[config.mk]
export PLATFORM = sky130hd
export DESIGN_NAME = alu_result_fifo
export DESIGN_NICKNAME = d
export VERILOG_FILES = /design/src/rtl/alu_result_fifo.sv
export SDC_FILE = /design/constraint.sdc
export NUM_CORES = 1
export LEC_CHECK = 0
export CAP_MARGIN = 30
export CORE_MARGIN = 2
export CORE_UTILIZATION = 40
export DETAILED_ROUTE_END_ITERATION = 6
export PLACE_DENSITY = 0.68
export REMOVE_ABC_BUFFERS = 1
export SYNTH_ARGS = -nofsm -noshare
export SYNTH_HDL_FRONTEND = slang
export SYNTH_SLANG_ARGS = --single-unit
[constraint.sdc]
create_clock -name clk -period 2.7 [get_ports clk]
set_clock_uncertainty 0.2 [all_clocks]
set_input_delay 0.54 -clock clk [delete_from_list [all_inputs] [get_ports clk]]
set_output_delay 0.54 -clock clk [all_outputs]
set_load 0.02 [all_outputs]
[src/rtl/alu_result_fifo.sv]
// alu_result_fifo: circular result buffer downstream of the 8-bit ALU.
// Captures {flags, sel, result} on push and exposes the head entry
// first-word fall-through, drained by a valid/ready consumer.
//
// Ports:
//   clk, rst_n            clock, async active-low reset
//   clr                   sync flush (pointers, count, drop_err)
//   in_valid/in_ready     push handshake (in_ready = !full)
//   in_result, in_sel     ALU result and op select to capture
//   out_valid/out_ready   pop handshake (out_valid = !empty)
//   out_result, out_sel   head entry contents
//   out_zero/carry/neg    head flags, stored at capture time
//   count                 entries held, 0..DEPTH
//   drop_err              sticky: push attempted while full
module alu_result_fifo #(
    parameter int DATA_W = 9,
    parameter int SEL_W  = 3,
    parameter int DEPTH  = 4
) (
    input  logic                     clk,
    input  logic                     rst_n,
    input  logic                     clr,
    input  logic                     in_valid,
    output logic                     in_ready,
    input  logic [DATA_W-1:0]        in_result,
    input  logic [SEL_W-1:0]         in_sel,
    output logic                     out_valid,
    input  logic                     out_ready,
    output logic [DATA_W-1:0]        out_result,
    output logic [SEL_W-1:0]         out_sel,
    output logic                     out_zero,
    output logic                     out_carry,
    output logic                     out_neg,
    output logic [$clog2(DEPTH):0]   count,
    output logic                     drop_err
);

    localparam int AW = $clog2(DEPTH);
    localparam int CW = AW + 1;

    logic [DATA_W-1:0] mem_result [DEPTH];
    logic [SEL_W-1:0]  mem_sel    [DEPTH];
    // {zero, carry, neg}
    logic [2:0]        mem_flags  [DEPTH];

    logic [AW-1:0] wr_ptr;
    logic [AW-1:0] rd_ptr;
    logic          push;
    logic          pop;
    logic [2:0]    in_flags;

    // Handshake flags come only from registered count, so there is
    // no path from in_valid to out_valid or out_ready to in_ready.
    assign in_ready  = (count != CW'(DEPTH));
    assign out_valid = (count != '0);

    assign push = in_valid & in_ready;
    assign pop  = out_valid & out_ready;

    // Top bit is carry/borrow; the one below is the 8-bit sign.
    assign in_flags = {
        (in_result[DATA_W-2:0] == '0),
        in_result[DATA_W-1],
        in_result[DATA_W-2]
    };

    assign out_result = mem_result[rd_ptr];
    assign out_sel    = mem_sel[rd_ptr];
    assign out_zero   = mem_flags[rd_ptr][2];
    assign out_carry  = mem_flags[rd_ptr][1];
    assign out_neg    = mem_flags[rd_ptr][0];

    always_ff @(posedge clk or negedge rst_n) begin
        if (!rst_n) begin
            wr_ptr   <= '0;
            rd_ptr   <= '0;
            count    <= '0;
            drop_err <= 1'b0;
            for (int i = 0; i < DEPTH; i++) begin
                mem_result[i] <= '0;
                mem_sel[i]    <= '0;
                mem_flags[i]  <= '0;
            end
        end else if (clr) begin
            wr_ptr   <= '0;
            rd_ptr   <= '0;
            count    <= '0;
            drop_err <= 1'b0;
        end else begin
            if (push) begin
                mem_result[wr_ptr] <= in_result;
                mem_sel[wr_ptr]    <= in_sel;
                mem_flags[wr_ptr]  <= in_flags;
                wr_ptr             <= wr_ptr + AW'(1);
            end
            if (pop) begin
                rd_ptr <= rd_ptr + AW'(1);
            end
            unique case ({push, pop})
                2'b10:   count <= count + CW'(1);
                2'b01:   count <= count - CW'(1);
                default: count <= count;
            endcase
            if (in_valid && !in_ready) begin
                drop_err <= 1'b1;
            end
        end
    end

endmodule

==> impl_metrics.env <==
export IMPL_status="completed"
export IMPL_coreArea_mm2=0.00733
export IMPL_layout_min_cycle_time_ns=2.59
export IMPL_post_cts_buffers=0
export IMPL_ys_seq_area_share_pct=49.0
export IMPL_wl_per_cell_um=16.6
export IMPL_synth_simple_area_share_pct=7.23
export IMPL_place_gp_congestion=0.751
export IMPL_grt_pass1_vias=1922
export IMPL_fp_row_count=31
export IMPL_fin_area_mm2=0.00372
export IMPL_area_delta_synth_final_pct=21.5
export IMPL_power_density_mw_per_mm2=896
export IMPL_postSynthCellCount=196
export IMPL_required_ns=1.96
export IMPL_regArea_mm2=0.00150
export IMPL_vias=1747
export IMPL_start_kind="flip-flop"
export IMPL_clock_sinks=60
export IMPL_synth_mux_area_share_pct=33.6
export IMPL_grt_max_degree=22
export IMPL_critPathMaxFanout=11
export IMPL_cts_tree="done"
export IMPL_path_cells="or3b_4, clkdlybuf4s50_1"
export IMPL_drc_errors=0
export IMPL_rsz0062_at_grt="no"
export IMPL_maxCapViolations=0
export IMPL_crit_type="reg -> out"
export IMPL_fin_crit_sh_pct=95.8
export IMPL_hold_class="reg -> reg"
export IMPL_floorplan_initialDensity_pct=41.8
export IMPL_ios=38
export IMPL_cts_root_buf="clkbuf_8"
export IMPL_fillers=615
export IMPL_viasPerCell=5.06
export IMPL_critPathArrivalTime_ns=1.85
export IMPL_dieHeight_um=91.5
export IMPL_drt_iter0_markers=55
export IMPL_drive_gt1_share_pct=39.8
export IMPL_avgSynthCellArea_um2=15.6
export IMPL_setup_worst_path_start="count[2]$_DFFE_PN0P_"
export IMPL_hpwl_um=3800
export IMPL_synth_compound_area_share_pct=2.25
export IMPL_synth_top_family_by_area="multiplexers"
export IMPL_layout_common_cells="dfrtp_1, mux2_4, clkdlybuf4s50_1, dlygate4sd2_1, mux4_2"
export IMPL_antenna_cells=0
export IMPL_fmax_ghz=0.387
export IMPL_final_common_cell="dfrtp_1"
export IMPL_clockBufferDepth=2
export IMPL_syn_cell_area_mm2=0.00306
export IMPL_clk_transition_reported_paths_ns=0.06
export IMPL_setup_violations=0
export IMPL_ys_ff_latch=60
export IMPL_synth_top_area_cell="dfrtp_1"
export IMPL_first_pass_iters=4
export IMPL_die_area_mm2=0.00838
export IMPL_dpl_cell_area_mm2=0.00351
export IMPL_multi_input_area_mm2=0.00142
export IMPL_synth_xor_xnor_area_share_pct=1.14
export IMPL_vdd_ir_drop_max_uv=361
export IMPL_finalHoldViolCount=0
export IMPL_synth_cell_type_count=36
export IMPL_yosysWarnings=0
export IMPL_netlist_area_leader_share_pct=49.0
export IMPL_ant_nets=0
export IMPL_worst_path_largest_cell_delay_ns=0.55
export IMPL_grt_ovfl_total=0
export IMPL_cts_buffers=9
export IMPL_clk_latency_ns=0.34
export IMPL_antenna_found_initial=0
export IMPL_max_slew_worst_pin_slew_ns=0.482
export IMPL_finalMaxSlewViolations=0
export IMPL_cp_end_kind="primary output"
export IMPL_ys_top_cells_by_area="dfrtp_1, mux2_4, mux4_2"
export IMPL_max_slew_margin_rel_pct=67.9
export IMPL_regToRegStartpoint="count[0]$_DFFE_PN0P_"
export IMPL_nets=263
export IMPL_htree_levels=3
export IMPL_synth_fa_ha_area_share_pct=2.29
export IMPL_routed_wl_um=5720
export IMPL_p_leak_nw=1.78
export IMPL_portBuffers=37
export IMPL_min_from="mem_result[9]$_DFFE_PN0P_"
export IMPL_grt_pass1_wl_um=9760
export IMPL_critPathSlowestCell="clkdlybuf4s50_1"
export IMPL_chipWidth_um=91.5
export IMPL_grt_use_total_pct=15.1
export IMPL_finalSetupTns_ns=0
-- registers in the layout, summed over array words and instances, names as in the netlist --
signal	count
mem_sel	12
rd_ptr	2
mem_result	29
wr_ptr	2
count	3
mem_flags	11
drop_err	1
-- kinds of logic after synthesis --
| group | after synthesis |
|---|---|
| compound gates | 11 |
| xor+xnor | 4 |
| fa+ha+maj | 5 |
| buf+inv | 15 |
| flops | 60 |
| mux | 65 |
| simple gates | 36 |
-- critical path: cells and delay by family (launching register included) --
family                 cells  cell delay (ns)
and+or+nand+nor            1             0.45
buffers and inverters      1             0.55
DFF                        1             0.51
-- power breakdown --
group          internal [W]  switching, W
registers           0.00119      0.000170
logic              0.000666      0.000425
clock network      0.000544      0.000347
-- Yosys cell counts --
library cell / count
a211oi_1: 1
a21oi_1: 2
a31oi_1: 2
a41oi_1: 1
and2b_2: 1
and3_1: 1
and3b_4: 1
buf_1: 1
buf_12: 4
buf_2: 2
buf_4: 2
buf_6: 1
clkbuf_1: 3
dfrtp_1: 60
fa_1: 1
ha_1: 4
inv_1: 2
mux2_2: 12
mux2_4: 40
mux4_2: 13
nand2_1: 5
nand2_4: 4
nand2b_1: 1
nand3_1: 5
nand3b_1: 1
nor2_1: 10
nor3_1: 1
o211ai_1: 2
o21ai_0: 3
or3_1: 1
or3_2: 1
or3b_2: 1
or3b_4: 1
or4_1: 2
xnor2_1: 2
xor2_1: 2
-- through the flow --
| step | setup slack [ns] | instances | hold slack [ns] | power [W] | utilization (%) |
|---|---|---|---|---|---|
| 4_1_cts | 0.0917 | 345 | 0.307 | 0.00337 | 50.8 |
| 3_5_place_dp | 0.290 | 328 | 0.288 | 0.00255 | 47.9 |
| 3_3_place_gp | 0.338 | 328 | 0.284 | 0.00252 | 47.9 |
| 5_1_grt | 0.0341 | 345 | 0.322 | 0.00352 | 50.8 |
| 2_1_floorplan | 0.332 | 183 | 0.0444 | 0.00212 | - |
| 6_report | 0.114 | 345 | 0.300 | 0.00334 | 50.8 |
-- path summary, 6_finish.rpt --
kind	end	slack, ns	depth (start not counted)
max in group asynchronous	mem_sel[6]$_DFFE_PN0P_	1.20	3
hold / removal	mem_result[9]$_DFFE_PN0P_	0.30	1
setup / recovery	in_ready	0.11	2
hold reg to reg	mem_result[9]$_DFFE_PN0P_	0.30	1
setup reg to reg	count[2]$_DFFE_PN0P_	0.33	6
min in group asynchronous	mem_result[21]$_DFFE_PN0P_	0.49	2
-- per-layer routing --
layer / GRT usage (%) / vias up / share of wire [%]
met4: 4.17 / 0 / 0.93
met5: 0 / - / 0
met2: 22.8 / 39 / 48
met1: 20.9 / 905 / 47
met3: 5.15 / 6 / 3.7
li1: - / 797 / -
-- layout make-up --
cell class              count  share of cell area [%]
repair buffers             47                    12.0
clock buffers              12                    3.90
well taps                  99                    3.33
multi-input cells         121                    38.3
clock inverters             4                    1.95
inverters                   2                   0.202
flip-flops and latches     60                    40.3
-- timing repair --
| action | 4_1_cts | 5_1_grt |
|---|---|---|
| hold buffers | 1 | 0 |
| resized for setup | 16 | 0 |
| hold endpoints to repair | 18 | 0 |
| setup endpoints to repair | 16 | 0 |
No activity file was read; power rests on OpenSTA's default activity.
==> patch: new RTL, config.mk and constraints unchanged <==
`DEPTH`: 4 -> 8.
--- a/src/rtl/alu_result_fifo.sv
+++ b/src/rtl/alu_result_fifo.sv
@@ -16,5 +16,5 @@
     parameter int DATA_W = 9,
     parameter int SEL_W  = 3,
-    parameter int DEPTH  = 4
+    parameter int DEPTH  = 8
 ) (
     input  logic                     clk,
Ports: changed (resized count); port bits go from 38 to 39. No check against the original RTL was run, so the function may have changed too.
==> patch against the original RTL <==
- the run now ends with setup timing left
- global-route usage grew 2.5 points
- via count is 88% higher
- synthesized area grew 81%
- synthesized cell count is 81% higher
- routed wire length is 110% higher
- design area increased by 91%
- critical path depth is 3 higher
- power grew 120%
- utilization is 2.3 points higher
- setup slack got worse by 0.16 ns
- die area increased by 77%
- sequential cell count grew 55
==> patch: results (changes against the original RTL) <==
critical_path:
  crit_fanout: 6  # -5
  worstReg2RegEnd: "count[3]$_DFFE_PN0P_"
  slowest_stage: "mux4_2"
  cp.arrival_ns: 2.01  # +0.16 ns
  crit_start: "rd_ptr[0]$_DFFE_PN0P_"
  rrSetupSlack_ns: 0.20  # -0.13 ns
  crit_path_end: "out_carry"
placed_design:
  place_inst: 578  # +76%
  placed_cell_area_um2: 6307  # +79%
  port-buffer-count: 38  # +2.7%
  dp_hpwl_um: 7310  # +93%
  globalplace.congestion: 0.8337  # +11%
grt:
  grt_pass1_wl_um: 19360  # +98%
  grt_pass1_vias: 3571  # +86%
  grt_max_degree: 67  # +200%
  grt_use_total_pct: 17.59  # +2.5 points
logic_synthesis:
  synth-compound-area-share_pct: 2.598  # +0.35 points
  synth_area_leaders: "dfrtp_1 (52%), mux2_1 (12%), mux4_2 (11%), mux2_2 (9.6%), mux2_4 (2.7%)"
  ys_types: 45  # +25%
  synthAdderAreaFrac_pct: 0.9035  # -1.4 points
  synth-xor-area-share_pct: 0.7906  # -0.35 points
  muxShareOfSynthArea_pct: 35.40  # +1.8 points
  avgSynthCellArea_um2: 15.60  # -0.20%
  synthTopCellsByCount: "dfrtp_1 (115), mux2_1 (60), mux2_2 (47)"
clock_network:
  ctsRootBufferMaster: "clkbuf_16"
  cts_buffers: 17  # +8
  htree_levels: 4  # +1
  clock_latency_ns: 0.40  # +0.06 ns
sta:
  fin_ws_ns: -0.04987  # -0.1643 ns
  worst_pin_slew_ns: 0.5145  # +0.03295 ns
  setup_viol: 12  # +12
pwr:
  p_leak_nw: 3.345  # +88%
  p_seq_share_pct: 32.5  # -8.1 points
  clock_power_mw: 2.33  # +160%
  powerSeq_mw: 2.42  # +78%
  ir_worst_vdd_mv: 0.4563  # +26%
  power.switching_mw: 2.131  # +130%
hold_path:
  hp-start: "mem_flags[14]$_DFFE_PN0P_"
  hold_end: "mem_flags[14]$_DFFE_PN0P_"
outcome:
  status: "finished, violations left"
  failed_checks: "setup timing"
finish:
  multi_input_gates: 216  # +79%
  largestRegisters: "mem_result x56, mem_flags x24, mem_sel x24"
  inverters: 1  # -1
  drive_gt1_share_pct: 41.76  # +1.9 points
  n_all_buffers: 79  # +68%
  design.seq.count: 115  # +92%
  clkbuf_count: 21  # +9
  buffer_area_share_pct: 12.23  # +0.20 points
  layout.cells.non_filler: 619  # +79%
  sh_seq_area_pct: 40.49  # +0.15 points
  fin_area_um2: 7111  # +91%
  nets: 451  # +71%
  clock_area_share_pct: 8.693  # +2.8 points
  multi_input_area_um2: 2520  # +77%
  area_delta_synth_final_pct: 28.37
routing:
  wl_um: 11850  # +110%
## patch: changes by cell type after synthesis, sizes merged, moves of 3 or more
| cell | delta |
|---|---|
| mux2 | +65 |
| dfrtp | +55 |
| mux4 | +13 |
| buf | +7 |
| a21oi | +5 |
| clkbuf | +3 |
| nand2 | +3 |
## patch: cell families after synthesis
group / after synthesis
muxes: 145
buffers and inverters: 24
AOI/OAI and AO/OA: 21
xor gates and xnor gates: 5
DFF: 115
adders and majority gates: 4
and+or+nand+nor: 41
## patch: timing repair
action	4_1_cts	5_1_grt
resized for setup	108	0
hold buffers	1	0
cloned	2	0
pin swaps	0	0
hold endpoints to repair	18	0
setup endpoints to repair	17	15
setup buffers	6	1
## patch: metal layers
layer,up-vias,global-route usage (%),share of wire [%]
met5,-,0,0
met4,0,5.603,0.99
met3,9,4.401,3.9
met2,62,28.41,49
met1,1734,23.49,46
li1,1482,-,-
